$ cat src/rtl/frame_swap_controller.sv
// rtl/frame_swap_controller.sv - N-bank frame manager: display/write bank ownership and loaded-frame FIFO
module frame_swap_controller #(
  parameter int BUFFERS     = 2,
  parameter int DROP_OLDEST = 0,
  parameter int COUNT_WIDTH = 8,
  parameter int IW          = $clog2(BUFFERS)
) (
  input  logic                     clk,
  input  logic                     rst,
  input  logic                     mode,
  input  logic                     frame_complete,
  input  logic                     loaded,
  output logic                     ready,
  output logic [IW-1:0]            wbuf,
  output logic [IW-1:0]            rbuf,
  output logic                     swapped,
  output logic [$clog2(BUFFERS):0] queue_level,
  output logic [COUNT_WIDTH-1:0]   dropped_count
);
  localparam int QW      = $clog2(BUFFERS) + 1;
  localparam int DEPTH   = BUFFERS - 1;
  localparam bit DROP_EN = (DROP_OLDEST != 0) && (BUFFERS >= 3);

  logic [IW-1:0]          rbuf_q, rbuf_d;
  logic [IW-1:0]          wbuf_q, wbuf_d;
  logic                   ready_q, ready_d;
  logic                   swapped_q;
  logic [IW-1:0]          queue_q [DEPTH];
  logic [IW-1:0]          queue_d [DEPTH];
  logic [QW-1:0]          level_q, level_d;
  logic [BUFFERS-1:0]     free_q, free_d;
  logic [COUNT_WIDTH-1:0] dropped_q, dropped_d;
  logic                   swap, load, found;
  logic [IW-1:0]          pick;

  always_comb begin
    swap      = (level_q != '0) && (frame_complete || mode);
    load      = loaded && ready_q;
    rbuf_d    = rbuf_q;
    wbuf_d    = wbuf_q;
    ready_d   = ready_q;
    queue_d   = queue_q;
    level_d   = level_q;
    free_d    = free_q;
    dropped_d = dropped_q;
    found     = 1'b0;
    pick      = '0;

    // Swap pops the pre-edge head before any same-edge load is pushed.
    if (swap) begin
      rbuf_d = queue_q[0];
      for (int i = 0; i < DEPTH - 1; i++) queue_d[i] = queue_q[i + 1];
      level_d = level_q - QW'(1);
      if (ready_q) begin
        free_d[rbuf_q] = 1'b1;
      end else begin
        wbuf_d  = rbuf_q;
        ready_d = 1'b1;
      end
    end

    if (load) begin
      for (int i = 0; i < DEPTH; i++)
        if (QW'(i) == level_d) queue_d[i] = wbuf_q;
      level_d = level_d + QW'(1);
      for (int i = 0; i < BUFFERS; i++)
        if (free_d[i] && !found) begin
          found = 1'b1;
          pick  = IW'(i);
        end
      if (found) begin
        wbuf_d       = pick;
        free_d[pick] = 1'b0;
      end else if (DROP_EN) begin
        // Reclaim the oldest never-displayed frame as the new write bank.
        wbuf_d = queue_d[0];
        for (int i = 0; i < DEPTH - 1; i++) queue_d[i] = queue_d[i + 1];
        level_d = level_d - QW'(1);
        if (dropped_q != '1) dropped_d = dropped_q + COUNT_WIDTH'(1);
      end else begin
        ready_d = 1'b0;
      end
    end
  end

  always_ff @(posedge clk) begin
    if (rst) begin
      rbuf_q    <= '0;
      wbuf_q    <= IW'(1);
      ready_q   <= 1'b1;
      swapped_q <= 1'b0;
      level_q   <= '0;
      free_q    <= ~BUFFERS'(3);
      dropped_q <= '0;
      for (int i = 0; i < DEPTH; i++) queue_q[i] <= '0;
    end else begin
      rbuf_q    <= rbuf_d;
      wbuf_q    <= wbuf_d;
      ready_q   <= ready_d;
      swapped_q <= swap;
      level_q   <= level_d;
      free_q    <= free_d;
      dropped_q <= dropped_d;
      queue_q   <= queue_d;
    end
  end

  assign ready         = ready_q;
  assign wbuf          = wbuf_q;
  assign rbuf          = rbuf_q;
  assign swapped       = swapped_q;
  assign queue_level   = level_q;
  assign dropped_count = dropped_q;
endmodule
$ cat config.mk
export PLATFORM = sky130hd
export DESIGN_NAME = frame_swap_controller
export DESIGN_NICKNAME = d
export VERILOG_FILES = /design/src/rtl/frame_swap_controller.sv
export SDC_FILE = /design/constraint.sdc
export NUM_CORES = 1
export LEC_CHECK = 0
export BUFFER_PORTS_ARGS = -buffer_cell sky130_fd_sc_hd__buf_2
export CORE_AREA = 2 2 39 41
export CTS_CLUSTER_DIAMETER = 50
export DETAILED_ROUTE_END_ITERATION = 8
export DIE_AREA = 0 0 41 43
export PLACE_DENSITY_LB_ADDON = 0.25
export RECOVER_POWER = 25
export SLEW_MARGIN = 30
export SYNTH_ARGS = -nofsm -noshare
export SYNTH_HDL_FRONTEND = slang
export SYNTH_SLANG_ARGS = --single-unit
$ cat constraint.sdc
create_clock -name clk -period 3.6 [get_ports clk]
set_input_delay 0 -clock clk [delete_from_list [all_inputs] [get_ports clk]]
set_output_delay 0 -clock clk [all_outputs]
set_load 0.03 [all_outputs]
Yosys cells after proc, flatten, opt, wreduce, memory -nomap -nowiden
Cells that the tools add are included.
{"block": "totals", "output_inout_bits": 14, "regBits": 9, "wordCells": 49, "inputBits": 5}
{"block": "op_classes", "n_lt_le_gt_ge": 4, "n_addsub": 2, "n_mux": 23, "n_reduce_logical": 10, "n_bitwise": 3}
{"operator": "$mux 1", "count": 15}
{"operator": "$mux 2", "count": 6}
{"operator": "$logic_and 1x1->1", "count": 5}
{"operator": "$lt 1x2->1 const B", "count": 2}
{"operator": "$add 2x1->2 const B", "count": 1}
{"operator": "$and 2x2->2", "count": 1}
{"operator": "$demux 1 s1", "count": 2}
{"operator": "$ge 1x1->1 const B", "count": 2}
{"operator": "$logic_not 2->1", "count": 1}
{"operator": "$not 2->2", "count": 1}
{"operator": "$or 2x2->2", "count": 1}
{"operator": "$reduce_and 2->1", "count": 1}
{"operator": "$reduce_bool 2->1", "count": 1}
{"operator": "$sub 2x1->2 const B", "count": 1}
{"operator": "$logic_not 1->1", "count": 1}
{"operator": "$logic_or 1x1->1", "count": 1}

Depth between registers and ports, before layout
Gate-level depths: netlist of run 1.
{"block": "depth", "depth_word": 21, "ltp_mapped": 9, "depth_no_buf": 9}

Worst setup path before layout of run 1
Ideal clock, no wire load.
{"block": "synth_path", "path_kind": "register to register", "startpoint": "register level_q[0], in the netlist queue_level[0]", "endpoint": "register level_q[1], in the netlist queue_level[1]", "slack_ns": 1.821, "n_path_buf": 0, "t_required_ns": 3.477, "period_less_slack_ns": 1.779, "arrival_ns": 1.655, "path_stages_with_launch": 8, "setup_ns": 0.123, "cell_sequence": "dfxtp_1 -> inv_1 -> ha_1 -> o21bai_4 -> xnor2_1 -> ha_1 -> o21ai_0 -> a21oi_1"}
{"block": "synth_via", "elab_chain_cells": 5, "word_cells_on_any_way": 6, "cone_classes": "2 x add/sub; 2 x mux; 2 x reduce/logical"}
{"element": "start, declared", "line_no": "30", "source": "logic [QW-1:0] level_q, level_d;"}
{"element": "start signal, assigned", "line_no": "101", "source": "level_q <= level_d;"}
{"element": "branches (longest 2 deep; another with $sub 2x1->2)"}
{"element": "$mux 2 (*)", "line_no": "50", "source": "if (swap) begin"}
{"element": "$add 2x1->2", "line_no": "65", "source": "level_d = level_d + QW'(1);"}
{"element": "$mux 2 (*)", "line_no": "62", "source": "if (load) begin"}
Every way passes the cells marked *.
A chain may end at the register's enable or synchronous reset.

Worst setup path in the final report of run 1
Ends and elaborated chain as after synthesis.

==> results.sh, run 1 <==
export IMPL_grt_max_degree=11
export IMPL_synth_area_leaders="dfxtp_1, buf_4, nor2_1, ha_1, a21oi_1"
export IMPL_clockRootBuffer="clkbuf_4"
export IMPL_async_flop_share_pct=0
export IMPL_crit_arrival_ns=1.78
export IMPL_reg2reg_depth=7
export IMPL_nNetsFinal=79
export IMPL_tns_ns=0
export IMPL_num_rows=14
export IMPL_path_class="reg2reg"
export IMPL_startpoint="queue_level[0]$_SDFF_PP0_"
export IMPL_drtIter0Drc=15
export IMPL_worstSkewPairLatency_ns=0.26
export IMPL_ys_warn_count=0
export IMPL_cts_tree="yes"
export IMPL_cts_repair_resized=0
export IMPL_antenna_found_initial=0
export IMPL_status="finished, final reports clean"
export IMPL_hold_path_class="in2reg"
export IMPL_synth_edff_count=0
export IMPL_critPathMaxFanout=10
export IMPL_critPathCapture="queue_level[1]$_SDFF_PP0_"
export IMPL_antenna_cells=0
export IMPL_grt_pass1_wl_um=1240
export IMPL_cts_buffers=3
export IMPL_synth_seq_area_share_pct=36.6
export IMPL_holdPathStages=2
export IMPL_post_route_min_period_ns=1.63
export IMPL_initial_core_util_pct=35.5
export IMPL_fin_crit_sh_pct=45.3
export IMPL_synthAdderAreaFrac_pct=5.09
export IMPL_io_buffers=10
export IMPL_fmaxAchievable_ghz=0.614
export IMPL_ys_ff_latch=9
export IMPL_synthMuxAreaShare_pct=2.04
export IMPL_required_ns=3.75
export IMPL_yosysTopAreaCell="dfxtp_1"
export IMPL_core_area_um2=1380
export IMPL_ys_types=23
export IMPL_syn_avg_cell_area_um2=8.33
export IMPL_cp_end_kind="flip-flop"
export IMPL_fin_area_um2=547
export IMPL_synth_simple_area_share_pct=18.8
export IMPL_timing_rr_end="queue_level[1]$_SDFF_PP0_"
export IMPL_rr_startpoint="queue_level[0]$_SDFF_PP0_"
export IMPL_drtPass1Iterations=2
export IMPL_finalSetupViolCount=0
export IMPL_hold_violations=0
export IMPL_die_area_um2=1760
export IMPL_hold_buffers=0
export IMPL_grt_usage_pct=11.1
export IMPL_htree_levels=1
export IMPL_pwr_density_cell_nw_per_um2=852
export IMPL_synth_top_area_share_pct=36.6
export IMPL_routedWlPerCell_um=8.97
export IMPL_cap_violations=0
export IMPL_p_leak_uw=0.000250
export IMPL_ant_nets=0
export IMPL_fin_skew_ns=0.00574
export IMPL_synthFlopType="dfxtp_1"
export IMPL_placed_area_um2=524
export IMPL_synth_top_family_by_area="compound AO/OA/AOI/OAI gates"
export IMPL_synth_compound_area_share_pct=18.8
export IMPL_dpl_hpwl_um=617
export IMPL_die_y_um=43
export IMPL_wirelength_um=780
export IMPL_rsz0062_at_grt="false"
export IMPL_synthToLayoutAreaGrowth_pct=11.2
export IMPL_pin_count=19
export IMPL_drcViolationCount=0
export IMPL_die_w_um=41
export IMPL_synth_xor_area_share_pct=1.78
export IMPL_cp_start_kind="flip-flop"
export IMPL_cts_clk_slew_worst_paths_ns=0.06
export IMPL_grt_pass1_vias=317
export IMPL_slew_violations=0
export IMPL_postCtsSetupBuffers=0
export IMPL_syn_cell_area_um2=492
export IMPL_reg2reg_slack_ns=1.97
export IMPL_grt_ovfl_total=0
export IMPL_syn_inst=59
export IMPL_clk_path_buf_depth=2
export IMPL_clock_sinks=9
export IMPL_peakVddDrop_v=0.000314
export IMPL_drive_above_1_share_pct=18.3
export IMPL_place_gp_congestion=0.744
export IMPL_vias=392
export IMPL_via_per_inst=4.51
-- through the flow --
stage               worst slack [ns]  utilization (%)  power, uW  hold WS (ns)  instances
finish                          1.97             39.5        466       0.00631         87
global route                    1.80             39.5        513        0.0227         87
CTS                             1.96             39.8        476        0.0106         87
detailed placement              1.97             37.9        396         0.291         83
global placement                2.00             37.9        394         0.293         83
floorplan                       1.82                -        353         0.193         66
-- worst min path at each step --
stage	startpoint	end	slack, ns
2_1_floorplan	frame_complete	swapped$_SDFF_PP0_	0.19
3_3_place_gp	rst	queue_q$_SDFFE_PP0P_	0.29
3_5_place_dp	rst	queue_q$_SDFFE_PP0P_	0.29
4_1_cts	rst	queue_q$_SDFFE_PP0P_	0.01
5_1_grt	rst	queue_level[0]$_SDFF_PP0_	0.02
6_report	rst	queue_q$_SDFFE_PP0P_	0.006
-- synthesized netlist by cell type, types with 2 or more instances --
library cell  instances
buf_4                 8
a21oi_1               4
ha_1                  2
o211ai_1              2
inv_1                 4
nor2_1                7
dfxtp_1               9
nand2_1               5
o21ai_0               4
-- flip-flops by register name (all words and copies together) (netlist names) --
| name | flops |
|---|---|
| swapped | 1 |
| queue_q | 1 |
| free_q | 2 |
| queue_level | 2 |
| wbuf | 1 |
| rbuf | 1 |
| ready | 1 |
-- worst max-delay path: stages (launching register included) --
cell,delay [ns]
dfxtp_1,0.32
inv_1,0.06
ha_1,0.19
o21bai_4,0.22
xnor2_1,0.24
ha_1,0.27
o21ai_0,0.17
a21oi_1,0.05
-- power breakdown --
part | switching, uW | total, uW | internal [uW]
clock network | 36.1 | 78.9 | 42.7
logic | 150 | 236 | 85.9
registers | 20.7 | 151 | 131
-- layout make-up --
class,count,area (um2)
clock buffer,4,26.3
multi-input combinational,44,259
fill,155,837
sequential,9,180
tap,16,20.0
timing repair buffer,10,46.3
inverter,4,15.0
-- cell families after synthesis --
kind of cell,Yosys count
buffers and inverters,13
other,1
multiplexers,1
AND/OR/NAND/NOR,19
AO/OA/AOI/OAI,13
XOR/XNOR,1
adder cells (fa/ha/maj),2
flip-flops,9
-- per-layer routing --
layer  wire length (um)  GRT usage [%]  vias to the layer above
li1                   -              -                      205
met1                346           11.8                      173
met2                351           15.6                       12
met3                 73           7.85                        2
met4                  9           6.00                        0
met5                  0              0                        -
-- layout by cell type, fill, tap and decap left out --
master,synthesis,final
nor2_1,7,7
nand3_1,1,1
a21oi_1,4,4
o221a_2,1,1
conb_1,1,8
xnor2_1,1,1
nand2_1,5,5
clkbuf_1,1,4
buf_2,0,7
nor3_1,1,1
o21ai_0,4,4
dfxtp_1,9,9
nand3b_1,1,1
ha_1,2,2
clkbuf_4,0,3
nor3b_1,1,1
and2_1,1,1
o211ai_1,2,2
inv_1,4,4
a21o_1,1,1
and2_0,1,1
mux2i_1,1,1
nor3_2,1,1
o21bai_4,1,1
(Power assumes the default switching activity.)
==> run 2: changes to the inputs <==
--- a/config.mk
+++ b/config.mk
@@ -5,11 +5,11 @@
 export SDC_FILE = /design/constraint.sdc
 export NUM_CORES = 1
 export LEC_CHECK = 0
+export ABC_AREA = 1
 export BUFFER_PORTS_ARGS = -buffer_cell sky130_fd_sc_hd__buf_2
-export CORE_AREA = 2 2 39 41
+export CORE_UTILIZATION = 41
 export CTS_CLUSTER_DIAMETER = 50
 export DETAILED_ROUTE_END_ITERATION = 8
-export DIE_AREA = 0 0 41 43
 export PLACE_DENSITY_LB_ADDON = 0.25
 export RECOVER_POWER = 25
 export SLEW_MARGIN = 30
==> constraint.sdc (replaced) <==
create_clock -name clk -period 1.4 [get_ports clk]
set_input_delay 0 -clock clk [delete_from_list [all_inputs] [get_ports clk]]
set_output_delay 0 -clock clk [all_outputs]
set_load 0.03 [all_outputs]
==> results.sh, run 2 <==
export IMPL_pin_count=19
export IMPL_drtIter0Drc=6
export IMPL_fin_crit_sh_pct=106
export IMPL_synthToLayoutAreaGrowth_pct=39.2
export IMPL_grt_pass1_vias=447
export IMPL_m1WireLength_um=504
export IMPL_violations="negative setup slack"
export IMPL_path_class="reg2reg"
export IMPL_ys_types=17
export IMPL_synthFlopType="dfxtp_1"
export IMPL_num_rows=12
export IMPL_post_synth_top_count_cell="nand2_1"
export IMPL_routedWlPerCell_um=9.07
export IMPL_grt_max_degree=9
export IMPL_wl_met3_um=56
export IMPL_grt_ovfl_total=0
export IMPL_synth_top_area_share_pct=33.4
export IMPL_ant_nets=0
export IMPL_synth_area_leaders="dfxtp_1, nand2_1, buf_4, inv_1, nor2_1"
export IMPL_slew_violations=0
export IMPL_hold_path_class="in2reg"
export IMPL_cts_clk_slew_worst_paths_ns=0.06
export IMPL_critPathMaxFanout=4
export IMPL_post_route_min_period_ns=1.48
export IMPL_hold_violations=0
export IMPL_fin_skew_ns=0.00206
export IMPL_core_area_um2=1170
export IMPL_nNetsFinal=111
export IMPL_cts_tree="yes"
export IMPL_power_total_uw=1740
export IMPL_antenna_cells=0
export IMPL_cp_end_kind="flip-flop"
export IMPL_vias=531
export IMPL_yosysTopAreaCell="dfxtp_1"
export IMPL_antenna_found_initial=0
export IMPL_clockRootBuffer="clkbuf_4"
export IMPL_status="finished, violations left"
export IMPL_async_flop_share_pct=0
export IMPL_die_w_um=38.3
export IMPL_finalSetupViolCount=1
export IMPL_crit_path_cell_trace="inv_4 > ha_4 > inv_4 > o21ai_4 > nand2_2 > and2_4 > inv_2 > ha_4 > nor2_2 > nor2_1 > o21ai_1 > inv_1"
export IMPL_wl_met2_um=459
export IMPL_dpl_hpwl_um=797
export IMPL_crit_arrival_ns=1.69
export IMPL_clock_sinks=9
export IMPL_slowest_delay_ns=0.36
export IMPL_ys_ff_latch=9
export IMPL_clk_path_buf_depth=2
export IMPL_worstSkewPairLatency_ns=0.27
export IMPL_via_per_inst=4.54
export IMPL_syn_cell_area_um2=539
export IMPL_final_common_cell="nand2_1"
export IMPL_io_buffers=10
export IMPL_cts_buffers=3
export IMPL_drtPass1Iterations=2
export IMPL_peakVddDrop_v=0.00152
export IMPL_syn_avg_cell_area_um2=6.83
export IMPL_pwr_density_cell_nw_per_um2=2310
export IMPL_top_layer="met4"
export IMPL_final_cell_mix="nand2_1, buf_4, inv_1, conb_1"
export IMPL_final_util_pct=64.1
export IMPL_grt_pass1_wl_um=1730
export IMPL_grt_usage_pct=18.6
export IMPL_die_y_um=38.3
export IMPL_place_gp_congestion=0.789
export IMPL_die_area_um2=1460
export IMPL_required_ns=1.61
export IMPL_synth_edff_count=0
export IMPL_initial_core_util_pct=46.0
export IMPL_ys_top_cells_by_count="nand2_1, inv_1, dfxtp_1"
export IMPL_synth_seq_area_share_pct=33.4
export IMPL_p_leak_uw=0.000387
export IMPL_drive_above_1_share_pct=38.8
export IMPL_critPathSlowestCell="dfxtp_4"
export IMPL_ys_warn_count=0
export IMPL_cap_violations=0
export IMPL_fmaxAchievable_ghz=0.676
export IMPL_cp_start_kind="flip-flop"
export IMPL_wirelength_um=1060
export IMPL_rsz0062_at_grt="true"
export IMPL_drcViolationCount=0
export IMPL_worst_slack_ns=-0.0786
export IMPL_htree_levels=1
export IMPL_syn_inst=79
-- run 2: final cells by class --
class	count	area [um2]
clock buffers	4	26.3
fillers	125	420
inverters	14	57.6
multi-input cells	55	327
flip-flops and latches	9	188
well taps	14	17.5
repair buffers	21	135
-- run 2: final timing paths --
check        slack (ns)                   endpoint  cells after the start                 startpoint
min                0.13       free_q[1]$_SDFF_PP0_                      4                     loaded
max reg2reg       -0.08  queue_level[1]$_SDFF_PP0_                     12  queue_level[0]$_SDFF_PP0_
max               -0.08  queue_level[1]$_SDFF_PP0_                     12  queue_level[0]$_SDFF_PP0_
min reg2reg        0.47       queue_q$_SDFFE_PP0P_                      2       queue_q$_SDFFE_PP0P_
-- run 2: report_power, final --
part           total, uW  switching, uW  leakage (uW)  internal (uW)
clock                206           96.0     0.0000150            110
combinational       1120            597      0.000297            522
sequential           411           59.6     0.0000754            351
-- run 2: what timing repair did --
action,4_1_cts,5_1_grt
buffers inserted,3,1
hold buffers,1,0
hold endpoints to repair,2,0
setup endpoints to repair,1,6
gates resized for setup,1,5
pin swaps,3,2
-- run 2: worst max-delay path, delay by kind of cell, from the launching register on --
| kind | cells | cell delay (ns) |
|---|---|---|
| flops | 1 | 0.36 |
| simple gates | 4 | 0.34 |
| buf+inv | 4 | 0.19 |
| compound gates | 2 | 0.14 |
| fa+ha+maj | 2 | 0.42 |
-- run 2: stage by stage --
step                worst slack [ns]  instances  area [um2]  hold slack, ns  TNS (ns)
floorplan                     -0.116         86         612          0.0691    -0.116
global placement             -0.0797        109         672           0.208   -0.0797
detailed placement            -0.107        109         672           0.208    -0.107
CTS                          -0.0991        117         731           0.104    -0.189
global route                  -0.185        117         751           0.160    -0.276
finish                       -0.0786        117         751           0.128   -0.0786
-- run 2: kinds of logic after synthesis --
logic type	count (synthesis)	synth area share [%]
AO/OA/AOI/OAI	9	10.9
adder cells (fa/ha/maj)	2	4.64
flip-flops	9	33.4
AND/OR/NAND/NOR	36	29.5
buffers and inverters	22	20.9
other	1	0.695
-- run 2: per-layer routing --
layer,vias to the layer above,GRT usage (%)
li1,278,-
met1,232,20.9
met2,16,27.1
met3,5,6.98
met4,0,16.1
met5,-,0
